### config.mk
export PLATFORM = sky130hd
export DESIGN_NAME = branch_resolve_flat
export DESIGN_NICKNAME = d
export VERILOG_FILES = /design/src/rtl/branch_resolve_pkg.sv /design/src/rtl/branch_resolve_if.sv /design/src/rtl/branch_resolve_bht.sv /design/src/rtl/branch_resolve.sv /design/src/flat_wrapper.sv
export SDC_FILE = /design/constraint.sdc
export NUM_CORES = 1
export LEC_CHECK = 0
export ABC_CLOCK_PERIOD_IN_PS = 5750
export CAP_MARGIN = 5
export CORE_MARGIN = 5
export CORE_UTILIZATION = 52
export CTS_BUF_LIST = sky130_fd_sc_hd__clkbuf_4 sky130_fd_sc_hd__clkbuf_8
export DETAILED_ROUTE_END_ITERATION = 7
export HOLD_SLACK_MARGIN = 0.03
export PLACE_DENSITY = 0.95
export SYNTH_ARGS = -nofsm -noshare
export SYNTH_HDL_FRONTEND = slang
export SYNTH_HIERARCHICAL = 1
export SYNTH_SLANG_ARGS = --single-unit
export TNS_END_PERCENT = 1
### constraint.sdc
create_clock -name clk_i -period 5.75 [get_ports clk_i]
set_clock_uncertainty 0.2 [all_clocks]
set_input_delay 0.8625 -clock clk_i [delete_from_list [all_inputs] [get_ports clk_i]]
set_output_delay 0.8625 -clock clk_i [all_outputs]
set_load 0.02 [all_outputs]
### src/rtl/branch_resolve_pkg.sv
// Shared definitions for the EX-stage branch resolver.
// - FUNCT3_* : B-type funct3 encodings
// - bht_cnt_t : 2-bit bimodal saturating counter
// - br_state_e: resolver FSM states
// - funct3_legal / bht_next: decode and counter-update helpers
package branch_resolve_pkg;

    localparam logic [2:0] FUNCT3_BEQ  = 3'b000;
    localparam logic [2:0] FUNCT3_BNE  = 3'b001;
    localparam logic [2:0] FUNCT3_BLT  = 3'b100;
    localparam logic [2:0] FUNCT3_BGE  = 3'b101;
    localparam logic [2:0] FUNCT3_BLTU = 3'b110;
    localparam logic [2:0] FUNCT3_BGEU = 3'b111;

    localparam logic [1:0] BHT_RESET_VAL = 2'b01;

    typedef logic [1:0] bht_cnt_t;

    typedef enum logic {
        IDLE,
        FLUSH
    } br_state_e;

    // 010 and 011 are not branch encodings.
    function automatic logic funct3_legal(input logic [2:0] f3);
        return f3[2:1] != 2'b01;
    endfunction

    function automatic bht_cnt_t bht_next(input bht_cnt_t cur, input logic taken);
        bht_cnt_t nxt;
        nxt = cur;
        if (taken) begin
            if (cur != 2'b11) nxt = cur + 2'b01;
        end else begin
            if (cur != 2'b00) nxt = cur - 2'b01;
        end
        return nxt;
    endfunction

endpackage

### src/rtl/branch_resolve_if.sv
// EX-stage branch bus between the pipeline (master) and branch_resolve (slave).
// - ex_*            : live EX instruction fields and fetch prediction
// - BrEq_i/BrLT_i   : results from branch_comp
// - BrUn_o          : compare mode back to branch_comp (1 = signed)
// - redirect_o/redirect_pc_o/flush_o : mispredict recovery towards fetch
interface branch_resolve_if;

    logic        ex_valid_i;
    logic        ex_is_branch_i;
    logic [2:0]  ex_funct3_i;
    logic [31:0] ex_pc_i;
    logic [31:0] ex_target_i;
    logic        ex_pred_taken_i;
    logic        BrEq_i;
    logic        BrLT_i;
    logic        BrUn_o;
    logic        redirect_o;
    logic [31:0] redirect_pc_o;
    logic        flush_o;

    modport master (
        output ex_valid_i, ex_is_branch_i, ex_funct3_i, ex_pc_i, ex_target_i,
               ex_pred_taken_i, BrEq_i, BrLT_i,
        input  BrUn_o, redirect_o, redirect_pc_o, flush_o
    );

    modport slave (
        input  ex_valid_i, ex_is_branch_i, ex_funct3_i, ex_pc_i, ex_target_i,
               ex_pred_taken_i, BrEq_i, BrLT_i,
        output BrUn_o, redirect_o, redirect_pc_o, flush_o
    );

endinterface

### src/rtl/branch_resolve_bht.sv
// Bimodal branch history table: ENTRIES 2-bit saturating counters.
// - clk, rst_n : clock, async active-low reset (all entries -> weakly not-taken)
// - rd_idx     : lookup index; rd_taken = counter MSB, combinational, no write bypass
// - wr_en, wr_idx, wr_taken : saturating increment (taken) / decrement at the edge
module bimodal_bht
    import branch_resolve_pkg::*;
#(
    parameter int ENTRIES = 16,
    parameter int IDXW    = $clog2(ENTRIES)
) (
    input  logic            clk,
    input  logic            rst_n,
    input  logic [IDXW-1:0] rd_idx,
    output logic            rd_taken,
    input  logic            wr_en,
    input  logic [IDXW-1:0] wr_idx,
    input  logic            wr_taken
);

    bht_cnt_t cnt_q [ENTRIES];

    always_ff @(posedge clk or negedge rst_n) begin
        if (!rst_n) begin
            for (int unsigned i = 0; i < ENTRIES; i++) begin
                cnt_q[i] <= BHT_RESET_VAL;
            end
        end else if (wr_en) begin
            cnt_q[wr_idx] <= bht_next(cnt_q[wr_idx], wr_taken);
        end
    end

    assign rd_taken = cnt_q[rd_idx][1];

endmodule

### src/rtl/branch_resolve.sv
// EX-stage branch resolver.
// - clk_i, rst_n_i : clock, async active-low reset
// - stall_i        : freezes FSM, BHT, counters; masks redirect_o until released
// - ex             : EX branch bus (slave side), see branch_resolve_if
// - if_pc_i        : fetch PC used for BHT lookup; if_pred_taken_o is its prediction
// - branch_cnt_o   : resolved legal branches; mispred_cnt_o: mispredicted ones
module branch_resolve
    import branch_resolve_pkg::*;
#(
    parameter int BHT_ENTRIES  = 16,
    parameter int FLUSH_CYCLES = 2,
    parameter int CNT_W        = 16
) (
    input  logic             clk_i,
    input  logic             rst_n_i,
    input  logic             stall_i,
    branch_resolve_if.slave  ex,
    input  logic [31:0]      if_pc_i,
    output logic             if_pred_taken_o,
    output logic [CNT_W-1:0] branch_cnt_o,
    output logic [CNT_W-1:0] mispred_cnt_o
);

    localparam int IDXW = $clog2(BHT_ENTRIES);
    localparam int FCW  = (FLUSH_CYCLES > 1) ? $clog2(FLUSH_CYCLES) : 1;
    localparam logic [FCW-1:0] FLUSH_INIT = FCW'(FLUSH_CYCLES - 1);

    br_state_e   state;
    logic [FCW-1:0] flush_cnt;
    logic        redirect_q;
    logic [31:0] redirect_pc_q;
    logic        flush_q;

    logic [2:0]  f3;
    logic        taken;
    logic        legal;
    logic        eval;
    logic        resolve;
    logic        mispredict;

    // Only the index bits of the fetch PC reach the BHT.
    logic        unused_if_pc;
    assign unused_if_pc = ^{if_pc_i[31:IDXW+2], if_pc_i[1:0]};

    assign f3 = ex.ex_funct3_i;

    always_comb begin
        taken = 1'b0;
        case (f3)
            FUNCT3_BEQ:               taken = ex.BrEq_i;
            FUNCT3_BNE:               taken = ~ex.BrEq_i;
            FUNCT3_BLT, FUNCT3_BLTU:  taken = ex.BrLT_i;
            FUNCT3_BGE, FUNCT3_BGEU:  taken = ~ex.BrLT_i;
            default:                  taken = 1'b0;
        endcase
    end

    assign legal      = funct3_legal(f3);
    assign eval       = ex.ex_valid_i & ex.ex_is_branch_i & ~stall_i & (state == IDLE);
    assign resolve    = eval & legal;
    assign mispredict = resolve & (taken != ex.ex_pred_taken_i);

    // branch_comp treats BrUn=1 as a signed compare: only BLT/BGE need it.
    assign ex.BrUn_o = ex.ex_is_branch_i & f3[2] & ~f3[1];

    always_ff @(posedge clk_i or negedge rst_n_i) begin
        if (!rst_n_i) begin
            state         <= IDLE;
            flush_cnt     <= '0;
            redirect_q    <= 1'b0;
            redirect_pc_q <= '0;
            flush_q       <= 1'b0;
        end else if (!stall_i) begin
            redirect_q <= 1'b0;
            case (state)
                IDLE: begin
                    if (mispredict) begin
                        state         <= FLUSH;
                        flush_cnt     <= FLUSH_INIT;
                        redirect_q    <= 1'b1;
                        redirect_pc_q <= taken ? ex.ex_target_i : ex.ex_pc_i + 32'd4;
                        flush_q       <= 1'b1;
                    end
                end
                FLUSH: begin
                    if (flush_cnt == '0) begin
                        state   <= IDLE;
                        flush_q <= 1'b0;
                    end else begin
                        flush_cnt <= flush_cnt - FCW'(1);
                    end
                end
                default: state <= IDLE;
            endcase
        end
    end

    // The pulse stays latched through a stall and shows on the first free cycle.
    assign ex.redirect_o    = redirect_q & ~stall_i;
    assign ex.redirect_pc_o = redirect_pc_q;
    assign ex.flush_o       = flush_q;

    always_ff @(posedge clk_i or negedge rst_n_i) begin
        if (!rst_n_i) begin
            branch_cnt_o  <= '0;
            mispred_cnt_o <= '0;
        end else begin
            if (resolve)    branch_cnt_o  <= branch_cnt_o + CNT_W'(1);
            if (mispredict) mispred_cnt_o <= mispred_cnt_o + CNT_W'(1);
        end
    end

    bimodal_bht #(
        .ENTRIES (BHT_ENTRIES)
    ) u_bht (
        .clk      (clk_i),
        .rst_n    (rst_n_i),
        .rd_idx   (if_pc_i[IDXW+1:2]),
        .rd_taken (if_pred_taken_o),
        .wr_en    (resolve),
        .wr_idx   (ex.ex_pc_i[IDXW+1:2]),
        .wr_taken (taken)
    );

endmodule

### src/flat_wrapper.sv
// flat-port wrapper written by rule: the top's interface ports become plain ports
module branch_resolve_flat import branch_resolve_pkg::*;
#(
    parameter int BHT_ENTRIES  = 16,
    parameter int FLUSH_CYCLES = 2,
    parameter int CNT_W        = 16
)
  (clk_i, rst_n_i, stall_i, if_pc_i, if_pred_taken_o, branch_cnt_o, mispred_cnt_o, ex_ex_valid_i, ex_ex_is_branch_i, ex_ex_funct3_i, ex_ex_pc_i, ex_ex_target_i, ex_ex_pred_taken_i, ex_BrEq_i, ex_BrLT_i, ex_BrUn_o, ex_redirect_o, ex_redirect_pc_o, ex_flush_o);
  branch_resolve_if ex_i ();
  input  logic clk_i;
  input  logic rst_n_i;
  input  logic stall_i;
  input  logic [31:0] if_pc_i;
  output logic if_pred_taken_o;
  output logic [CNT_W-1:0] branch_cnt_o;
  output logic [CNT_W-1:0] mispred_cnt_o;
  input wire logic [$bits(ex_i.ex_valid_i)-1:0] ex_ex_valid_i;
  input wire logic [$bits(ex_i.ex_is_branch_i)-1:0] ex_ex_is_branch_i;
  input wire logic [$bits(ex_i.ex_funct3_i)-1:0] ex_ex_funct3_i;
  input wire logic [$bits(ex_i.ex_pc_i)-1:0] ex_ex_pc_i;
  input wire logic [$bits(ex_i.ex_target_i)-1:0] ex_ex_target_i;
  input wire logic [$bits(ex_i.ex_pred_taken_i)-1:0] ex_ex_pred_taken_i;
  input wire logic [$bits(ex_i.BrEq_i)-1:0] ex_BrEq_i;
  input wire logic [$bits(ex_i.BrLT_i)-1:0] ex_BrLT_i;
  output wire logic [$bits(ex_i.BrUn_o)-1:0] ex_BrUn_o;
  output wire logic [$bits(ex_i.redirect_o)-1:0] ex_redirect_o;
  output wire logic [$bits(ex_i.redirect_pc_o)-1:0] ex_redirect_pc_o;
  output wire logic [$bits(ex_i.flush_o)-1:0] ex_flush_o;
  assign ex_i.ex_valid_i = ex_ex_valid_i;
  assign ex_i.ex_is_branch_i = ex_ex_is_branch_i;
  assign ex_i.ex_funct3_i = ex_ex_funct3_i;
  assign ex_i.ex_pc_i = ex_ex_pc_i;
  assign ex_i.ex_target_i = ex_ex_target_i;
  assign ex_i.ex_pred_taken_i = ex_ex_pred_taken_i;
  assign ex_i.BrEq_i = ex_BrEq_i;
  assign ex_i.BrLT_i = ex_BrLT_i;
  assign ex_BrUn_o = ex_i.BrUn_o;
  assign ex_redirect_o = ex_i.redirect_o;
  assign ex_redirect_pc_o = ex_i.redirect_pc_o;
  assign ex_flush_o = ex_i.flush_o;
  branch_resolve #(.BHT_ENTRIES(BHT_ENTRIES), .FLUSH_CYCLES(FLUSH_CYCLES), .CNT_W(CNT_W)) u_core (.clk_i(clk_i), .rst_n_i(rst_n_i), .stall_i(stall_i), .ex(ex_i), .if_pc_i(if_pc_i), .if_pred_taken_o(if_pred_taken_o), .branch_cnt_o(branch_cnt_o), .mispred_cnt_o(mispred_cnt_o));
endmodule
* Word-level counts from Yosys, hierarchy flattened *
Cells that the tools add are included.

operators by class
  add/subtract/negate cells = 6
  magnitude comparators = 3
  eq/ne operators = 10
  mux-type cells = 24
  bitwise gates (word level) = 15
  reduce and logical (&&, ||, !) cells = 8

operators with widths
  operator                                                     number
  adder 16 x 1 -> 16 bit (second input constant)               2
  adder 32 x 3 -> 32 bit (second input constant)               1
  bitwise mux 32 bit                                           1
  two-way mux 32 bit                                           1
  two-way mux 2 bit                                            9
  binary-select mux 2 bit (select 4 bit)                       2
  equality test 3 bit (second input constant)                  4
  >= comparator 5 bit (second input constant)                  2
  NOT 4 -> 5 bit                                               2
  AND 1 bit                                                    8
  demux 2 bit (select 4 bit)                                   1
  two-way mux 1 bit                                            6
  one-hot mux 1 bit (2 select lines)                           3
  AND reduction 3 bit                                          2
  less-than comparator 5 x 1 -> 1 bit (second input constant)  1
  NOT 1 bit                                                    5
  != test 2 x 1 -> 1 bit (second input constant)               2
  != test 2 bit (second input constant)                        2
  one-hot mux 1 bit (4 select lines)                           1
  OR reduction 2 bit                                           2
  equality test 3 x 1 -> 1 bit (second input constant)         1
  logical NOT 3 bit                                            1
  adder 2 x 1 -> 2 bit (second input constant)                 1
  AND reduction 2 bit                                          1
  other kinds (5)                                              5

word-level totals
  register bits after elaboration = 100
  bits of input ports = 107
  output and inout port bits = 68

* Longest topological paths before layout *
Gate-level depths: netlist of the first run.

  word-level depth = 9
  mapped depth = 9

* Hierarchy *
Netlist of the first run, hierarchy kept.

modules (own cells, without submodules)
  module          instances  cells each  area an instance (sq um)
  branch_resolve  1          411         3,844.9
  bimodal_bht     1          141         1,788.0

* Least setup slack after synthesis of the first run *
OpenSTA, ideal clock, no wires.

  path type = input to register
  from = input ex_ex_funct3_i[0]
  to = register u_core/u_bht/cnt_q[27] (netlist name)
  library setup time = 0.125 ns
  data arrival time = 2.726 ns
  required time = 5.425 ns
  setup slack = 2.699 ns
  cell stages on the path = 9
  buffers on the path = 3
  cells stage by stage = xor2_1 > a22oi_2 > inv_2 > buf_4 > clkbuf_1 > maj3_2 > or2_1 > buf_6 > mux2_2

on the way
  word-level cells in the longest chain between the ends = 6
  elaborated cells on any way between the ends = 12
  classes of those cells = eq/ne (5); mux (4); reduce/logical (3)

RTL lines
  what                                    RTL line                  source
  start, declared                         flat_wrapper.sv:19        input wire logic [$bits(ex_i.ex_funct3_i)-1:0] ex_ex_funct3_i;
  equality test 3 bit                     branch_resolve.sv:49      case (f3)
  OR reduction 2 bit                      branch_resolve.sv:49
  one-hot mux 1 bit (4 select lines) (*)  branch_resolve.sv:49
  via u_core.taken                        branch_resolve.sv:35      logic taken;
  two-way mux 2 bit (*)                   branch_resolve_pkg.sv:32  if (taken) begin
  two-way mux 2 bit (*)                   branch_resolve_bht.sv:27  end else if (wr_en) begin
  bitwise mux 32 bit (*)                  branch_resolve_bht.sv:28  cnt_q[wr_idx] <= bht_next(cnt_q[wr_idx], wr_taken);
  end signal, assigned by index           branch_resolve_bht.sv:28
  end, declared                           branch_resolve_bht.sv:20  bht_cnt_t cnt_q [ENTRIES];

Mark *: on every way through the listed nets, which the timed path passes. The rest lies on a longest branch. The select of a mux whose other input is x is not followed.
A chain may end at the register's enable or synchronous reset.

* Worst setup path in the final report of the first run *
  from = input if_pc_i[2]
  to = output if_pred_taken_o

on the way
  word-level cells in the longest chain between the ends = 4

RTL lines
  what                                                   RTL line                  source
  start, declared                                        flat_wrapper.sv:13        input logic [31:0] if_pc_i;
  NOT 4 -> 5 bit (not written as such)                   branch_resolve_bht.sv:32  assign rd_taken = cnt_q[rd_idx][1];
  binary-select mux 2 bit (select 4 bit)                 branch_resolve_bht.sv:32
  two-way mux 2 bit (not written as such) (2 in series)  branch_resolve_bht.sv:32
  end, declared                                          flat_wrapper.sv:14        output logic if_pred_taken_o;

Every way passes these cells. The select of a mux whose other input is x is not followed.

==> results of run 1 <==
==> layout make-up <==
type	count	area, um2
clock buffers	10	138
fillers	829	3420
multi-input cells	419	2910
well taps	140	175
clock inverters	6	56.3
repair buffers	149	1480
inverters	9	33.8
flip-flops and latches	100	2520
==> metal layers <==
layer | vias to the layer above | track usage | share of wire
met1 | 2412 | 0.310 | 0.40
met3 | 28 | 0.0407 | 0.067
met5 | - | 0 | 0
met4 | 0 | 0.0998 | 0.022
met2 | 218 | 0.408 | 0.51
li1 | 2259 | - | -
==> flip-flops by register name, summed over array words and instances, names as in the netlist <==
register and flops:
u_core/ex.redirect_pc_o 32, u_core/u_bht/cnt_q 32, u_core/branch_cnt_o 16, u_core/redirect_q 1, u_core/state 1, u_core/mispred_cnt_o 16
u_core/flush_cnt 1, u_core/ex.flush_o 1
==> how the worst min path moves through the flow <==
stage                     slack, ps                           startpoint  depth (start not counted)                                      to
after global placement          260   u_core/u_bht/cnt_q[14]$_DFFE_PN1P_                          2      u_core/u_bht/cnt_q[14]$_DFFE_PN1P_
after floorplan                 240        u_core/redirect_q$_DFFE_PN0N_                          2           u_core/redirect_q$_DFFE_PN0N_
after detailed placement        260  u_core/branch_cnt_o[15]$_DFFE_PN0P_                          1     u_core/branch_cnt_o[15]$_DFFE_PN0P_
after global routing            260                              rst_n_i                          1  u_core/ex.redirect_pc_o[7]$_DFFE_PN0P_
after CTS                       230                              rst_n_i                          1     u_core/mispred_cnt_o[3]$_DFFE_PN0P_
final                           230                              rst_n_i                          1  u_core/ex.redirect_pc_o[7]$_DFFE_PN0P_
==> cell families (layout without fill, tap and decap cells) <==
family                     after synthesis  after routing  synth area share
adders and majority gates                7              7            0.0142
muxes                                   47             47             0.127
xor gates and xnor gates                57             57            0.0886
and+or+nand+nor                        232            232             0.201
AOI/OAI and AO/OA                       76             76            0.0857
DFF                                    100            100             0.448
buffers and inverters                   33            174            0.0349
==> report_power, final <==
part	internal [W]	total (W)	switching, W
combinational	0.000328	0.000663	0.000335
sequential	0.000833	0.000935	0.000102
clock	0.000178	0.000444	0.000266
==> cell usage in the layout, fill, tap and decap left out, types with 10 or more instances in the layout <==
| cell | n |
|---|---|
| clkbuf_8 | 10 |
| nor2_1 | 41 |
| and3_1 | 13 |
| nor3_1 | 13 |
| nand3_1 | 26 |
| nand4_1 | 18 |
| dfstp_2 | 16 |
| nand2_1 | 83 |
| xnor2_1 | 41 |
| xor2_1 | 16 |
| clkdlybuf4s50_1 | 145 |
| o21ai_0 | 31 |
| mux2_2 | 25 |
| nor4_1 | 10 |
| dfrtp_1 | 84 |
==> critical path, stage by stage <==
cell,delay [ps]
clkdlybuf4s50_1,640
mux4_2,560
mux4_2,490
clkdlybuf4s50_1,550
==> stage by stage <==
step / power, W / utilization / instance area [um2] / std cells / hold WS (ps)
2_1_floorplan: 0.00126 / - / 5630 / 552 / 242
3_3_place_gp: 0.00158 / 0.663 / 7130 / 817 / 257
3_5_place_dp: 0.00161 / 0.663 / 7130 / 817 / 257
4_1_cts: 0.00205 / 0.681 / 7320 / 833 / 235
5_1_grt: 0.00215 / 0.681 / 7320 / 833 / 256
6_report: 0.00204 / 0.681 / 7320 / 833 / 235
==> flow_summary.ini, run 1 <==
[setup_path]
rrSetupSlack_ps = 2970
startpoint = if_pc_i[2]
crit_fanout = 4
arrival_ps = 3110
path_class = in2out
required_ps = 4690
worstSetupEndpointType = output port
startpoint_type = primary input
reg2reg_from = u_core/state$_DFFE_PN0N_
worstSetupEndpoint = if_pred_taken_o
r2r_end = u_core/u_bht/cnt_q[21]$_DFFE_PN0P_
rr_worst_depth = 6

[yosys]
synth.most_common_cell = dfrtp_1
yosysTopAreaCell = dfrtp_1
avgSynthCellArea_um2 = 10.2
synth_edf_count = 0
synth.area.top_cells = dfrtp_1 37%, dfstp_2 7.5%, xnor2_1 6.4%
synth-main-ff-cell = dfrtp_1
synth-seq-cells = 100
syn_nets = 662
synth-async-reset-ratio = 1.00
syn_inst = 552
synthDistinctLibCells = 60
yosys.area.top_type_share = 0.373
seq_area_frac_synth = 0.448
ys_warn_count = 6
synth_commonest_cells = 84 x dfrtp_1, 83 x nand2_1, 41 x nor2_1, 41 x xnor2_1, 31 x o21ai_0
netlist_area_mm2 = 0.00563

[cts]
hold_buffers = 0
htreeDepth = 3
cts_root_buf = clkbuf_8
ctsResizeCount = 0
cts.sinks = 100
clkTransAtPathRegs_ps = 120
post_cts_buffers = 0
clkLatencyLatePin_ps = 370
cts-buffers-inserted = 9
tritoncts = yes
cts_buffer_depth = 2

[global_routing]
grt_pass1_wl_um = 25100
grt_pass1_vias = 5037
grt_max_degree = 65
antenna_found_initial = 0
overflow = 0
gr-usage-all-layers = 0.242

[die]
die-area_mm2 = 0.0130
die_width_um = 114
core_mm2 = 0.0107
die_h_um = 114
io_pins = 175
core.rowCount = 38
start_util = 0.524

[status]
status = completed

[place]
portBuffers = 146
globalplace.congestion = 0.940
pre_cts_ws_ps = 1410
dp_hpwl_um = 11800

[power_and_ir_drop]
leakage_nw = 3.04
ir_worst_vdd_v = 0.000143
powerDensity_mw_per_mm2 = 279

[timing]
worst_slew_pin_slew_ps = 1200
timing.max_slew.rel_slack = 0.185
min_period_over_period = 0.725
slew_violations = 0
max_clock_freq_ghz = 0.240
final.setup.worst_slack_ps = 1580
hold_violations = 0
setup_viol = 0
rsz0062_at_grt = false
layout_min_cycle_time_ps = 4170
setup_tns_ps = 0

[drt]
drc = 0
finalWirelength_um = 15800
avgRoutedWirePerCell_um = 18.9
ant_nets = 0
via_per_inst = 5.90
vias = 4917
drtPass1Iterations = 5
drt-initial-drc-count = 381

[flow_run]
cap_viol_max_count = 0

[final_layout]
finalNetCount = 798
diodes = 0
area_growth_pct = 30.0
drive_gt1_frac = 0.117

[hold_path]
hold_class = in2async
No activity file was read; power rests on OpenSTA's default activity.
==> run 2: changes to the inputs <==
--- a/config.mk
+++ b/config.mk
@@ -5,14 +5,14 @@
 export SDC_FILE = /design/constraint.sdc
 export NUM_CORES = 1
 export LEC_CHECK = 0
-export ABC_CLOCK_PERIOD_IN_PS = 5750
+export ABC_CLOCK_PERIOD_IN_PS = 3400
 export CAP_MARGIN = 5
 export CORE_MARGIN = 5
-export CORE_UTILIZATION = 52
+export CORE_UTILIZATION = 44
 export CTS_BUF_LIST = sky130_fd_sc_hd__clkbuf_4 sky130_fd_sc_hd__clkbuf_8
 export DETAILED_ROUTE_END_ITERATION = 7
 export HOLD_SLACK_MARGIN = 0.03
-export PLACE_DENSITY = 0.95
+export PLACE_DENSITY = 0.9
 export SYNTH_ARGS = -nofsm -noshare
 export SYNTH_HDL_FRONTEND = slang
 export SYNTH_HIERARCHICAL = 1
==> constraint.sdc (replaced) <==
create_clock -name clk_i -period 3.4 [get_ports clk_i]
set_clock_uncertainty 0.2 [all_clocks]
set_input_delay 0.51 -clock clk_i [delete_from_list [all_inputs] [get_ports clk_i]]
set_output_delay 0.51 -clock clk_i [all_outputs]
set_load 0.02 [all_outputs]
==> flow_summary.ini, run 2 (synthesized netlist as in run 1, its figures left out) <==
[power_and_ir_drop]
leakage_nw = 3.10
ir_worst_vdd_v = 0.000191
powerDensity_mw_per_mm2 = 462

[die]
die_h_um = 123
die_width_um = 123
die-area_mm2 = 0.0152
core_mm2 = 0.0126
io_pins = 175
core.rowCount = 41
start_util = 0.448

[final_layout]
ff_latch_area_mm2 = 0.00252
diodes = 0
drive_gt1_frac = 0.132
final_common_cell = clkdlybuf4s50_1
area_growth_pct = 32.3
finalNetCount = 810
stdcell_count = 877
final_cell_mix = 144 x clkdlybuf4s50_1, 84 x dfrtp_1, 83 x nand2_1, 41 x nor2_1, 41 x xnor2_1
fillCellCount = 1047
multi_input_comb_area_mm2 = 0.00291

[timing]
timing.max_slew.rel_slack = 0.272
slew_violations = 0
hold-worst-slack_ps = 109
hold_violations = 0
final.setup.worst_slack_ps = 217
min_period_over_period = 0.936
max_clock_freq_ghz = 0.314
rsz0062_at_grt = false
setup_viol = 0
worst_slew_pin_slew_ps = 1090
layout_min_cycle_time_ps = 3180

[drt]
via_per_inst = 5.64
drc = 0
drt-initial-drc-count = 445
met3_length_um = 998
ant_nets = 0
drtPass1Iterations = 5
vias = 4945
wl_met1_um = 6440
finalWirelength_um = 15700
wl_met2_um = 7780
avgRoutedWirePerCell_um = 17.9
top_layer_used = met4

[cts]
clkLatencyLatePin_ps = 390
cts_root_buf = clkbuf_8
post_cts_buffers = 0
cts_buffer_depth = 2
htreeDepth = 3
cts-buffers-inserted = 9
cts.sinks = 100
tritoncts = yes
clkTransAtPathRegs_ps = 100

[setup_path]
required_ps = 2690
worstSetupEndpointType = output port
startpoint_type = primary input
crit_fanout = 4
path_class = in2out
arrival_ps = 2470

[place]
pre_cts_ws_ps = -66.0
globalplace.congestion = 0.920
place_inst = 861
dp_hpwl_um = 11700
portBuffers = 146

[global_routing]
grt_pass1_vias = 5017
gr-usage-all-layers = 0.208
overflow = 0
antenna_found_initial = 0
grt_pass1_wl_um = 24800
grt_max_degree = 87

[hold_path]
hold_class = in2async

[flow_run]
cap_viol_max_count = 0

[status]
status = completed
[run 2: cell count changes in the layout (fill, tap and decap cells not counted), sizes merged]
cell,before,now
inv,9,10
clkdlybuf4s50,145,144
clkinv,5,6
clkbuf,10,9
dlygate4sd2,0,1
clkinvlp,1,0
buf,4,16
[run 2: what timing repair did]
action / 4_1_cts / 5_1_grt
endpoints found under the setup margin: 1 / 0
resized for setup: 1 / 0
hold buffers: 0 / 0
[run 2: area by class of cell]
cell class / instances / share of cell area
multi-input combinational: 419 / 0.391
sequential: 100 / 0.339
timing repair buffer: 161 / 0.212
tap: 172 / 0.0289
clock buffer: 9 / 0.0166
clock inverter: 7 / 0.00789
inverter: 9 / 0.00453
[run 2: through the flow]
stage | util | total power, W | instance area (um2) | setup TNS, ps
after floorplan | - | 0.00213 | 5630 | 0
after global placement | 0.578 | 0.00269 | 7270 | -5.73
after detailed placement | 0.578 | 0.00273 | 7270 | -66.0
after CTS | 0.593 | 0.00347 | 7450 | 0
after global routing | 0.593 | 0.00363 | 7450 | 0
final | 0.593 | 0.00344 | 7450 | 0
[run 2: report_power, final]
| group | total (W) | leakage [nW] | switching [W] | internal [W] |
|---|---|---|---|---|
| logic | 0.00114 | 1.78 | 0.000579 | 0.000564 |
| clock network | 0.000730 | 0.0974 | 0.000450 | 0.000279 |
| registers | 0.00157 | 1.23 | 0.000163 | 0.00141 |
[run 2: worst max-delay path, stage by stage]
cell and delay [ps]:
dlygate4sd2_1 380, mux4_2 570, mux4_2 460, clkdlybuf4s50_1 550
[run 2: per-layer routing]
layer  track usage  vias to the layer above
met5             0                        -
met4        0.0997                        0
met3        0.0334                       41
li1              -                     2291
met1         0.264                     2392
met2         0.347                      221
[run 2: worst paths after layout]
check / start / endpoint / slack, ps / cells after the start
max: if_pc_i[2] / if_pred_taken_o / 220 / 4
min: rst_n_i / u_core/u_bht/cnt_q[25]$_DFFE_PN0P_ / 110 / 1
max reg2reg: u_core/state$_DFFE_PN0N_ / u_core/u_bht/cnt_q[21]$_DFFE_PN0P_ / 750 / 6
min reg2reg: u_core/u_bht/cnt_q[14]$_DFFE_PN1P_ / u_core/u_bht/cnt_q[14]$_DFFE_PN1P_ / 270 / 2
max in group asynchronous: rst_n_i / u_core/u_bht/cnt_q[9]$_DFFE_PN0P_ / 2090 / 2
min in group clk_i: u_core/u_bht/cnt_q[14]$_DFFE_PN1P_ / u_core/u_bht/cnt_q[14]$_DFFE_PN1P_ / 270 / 2
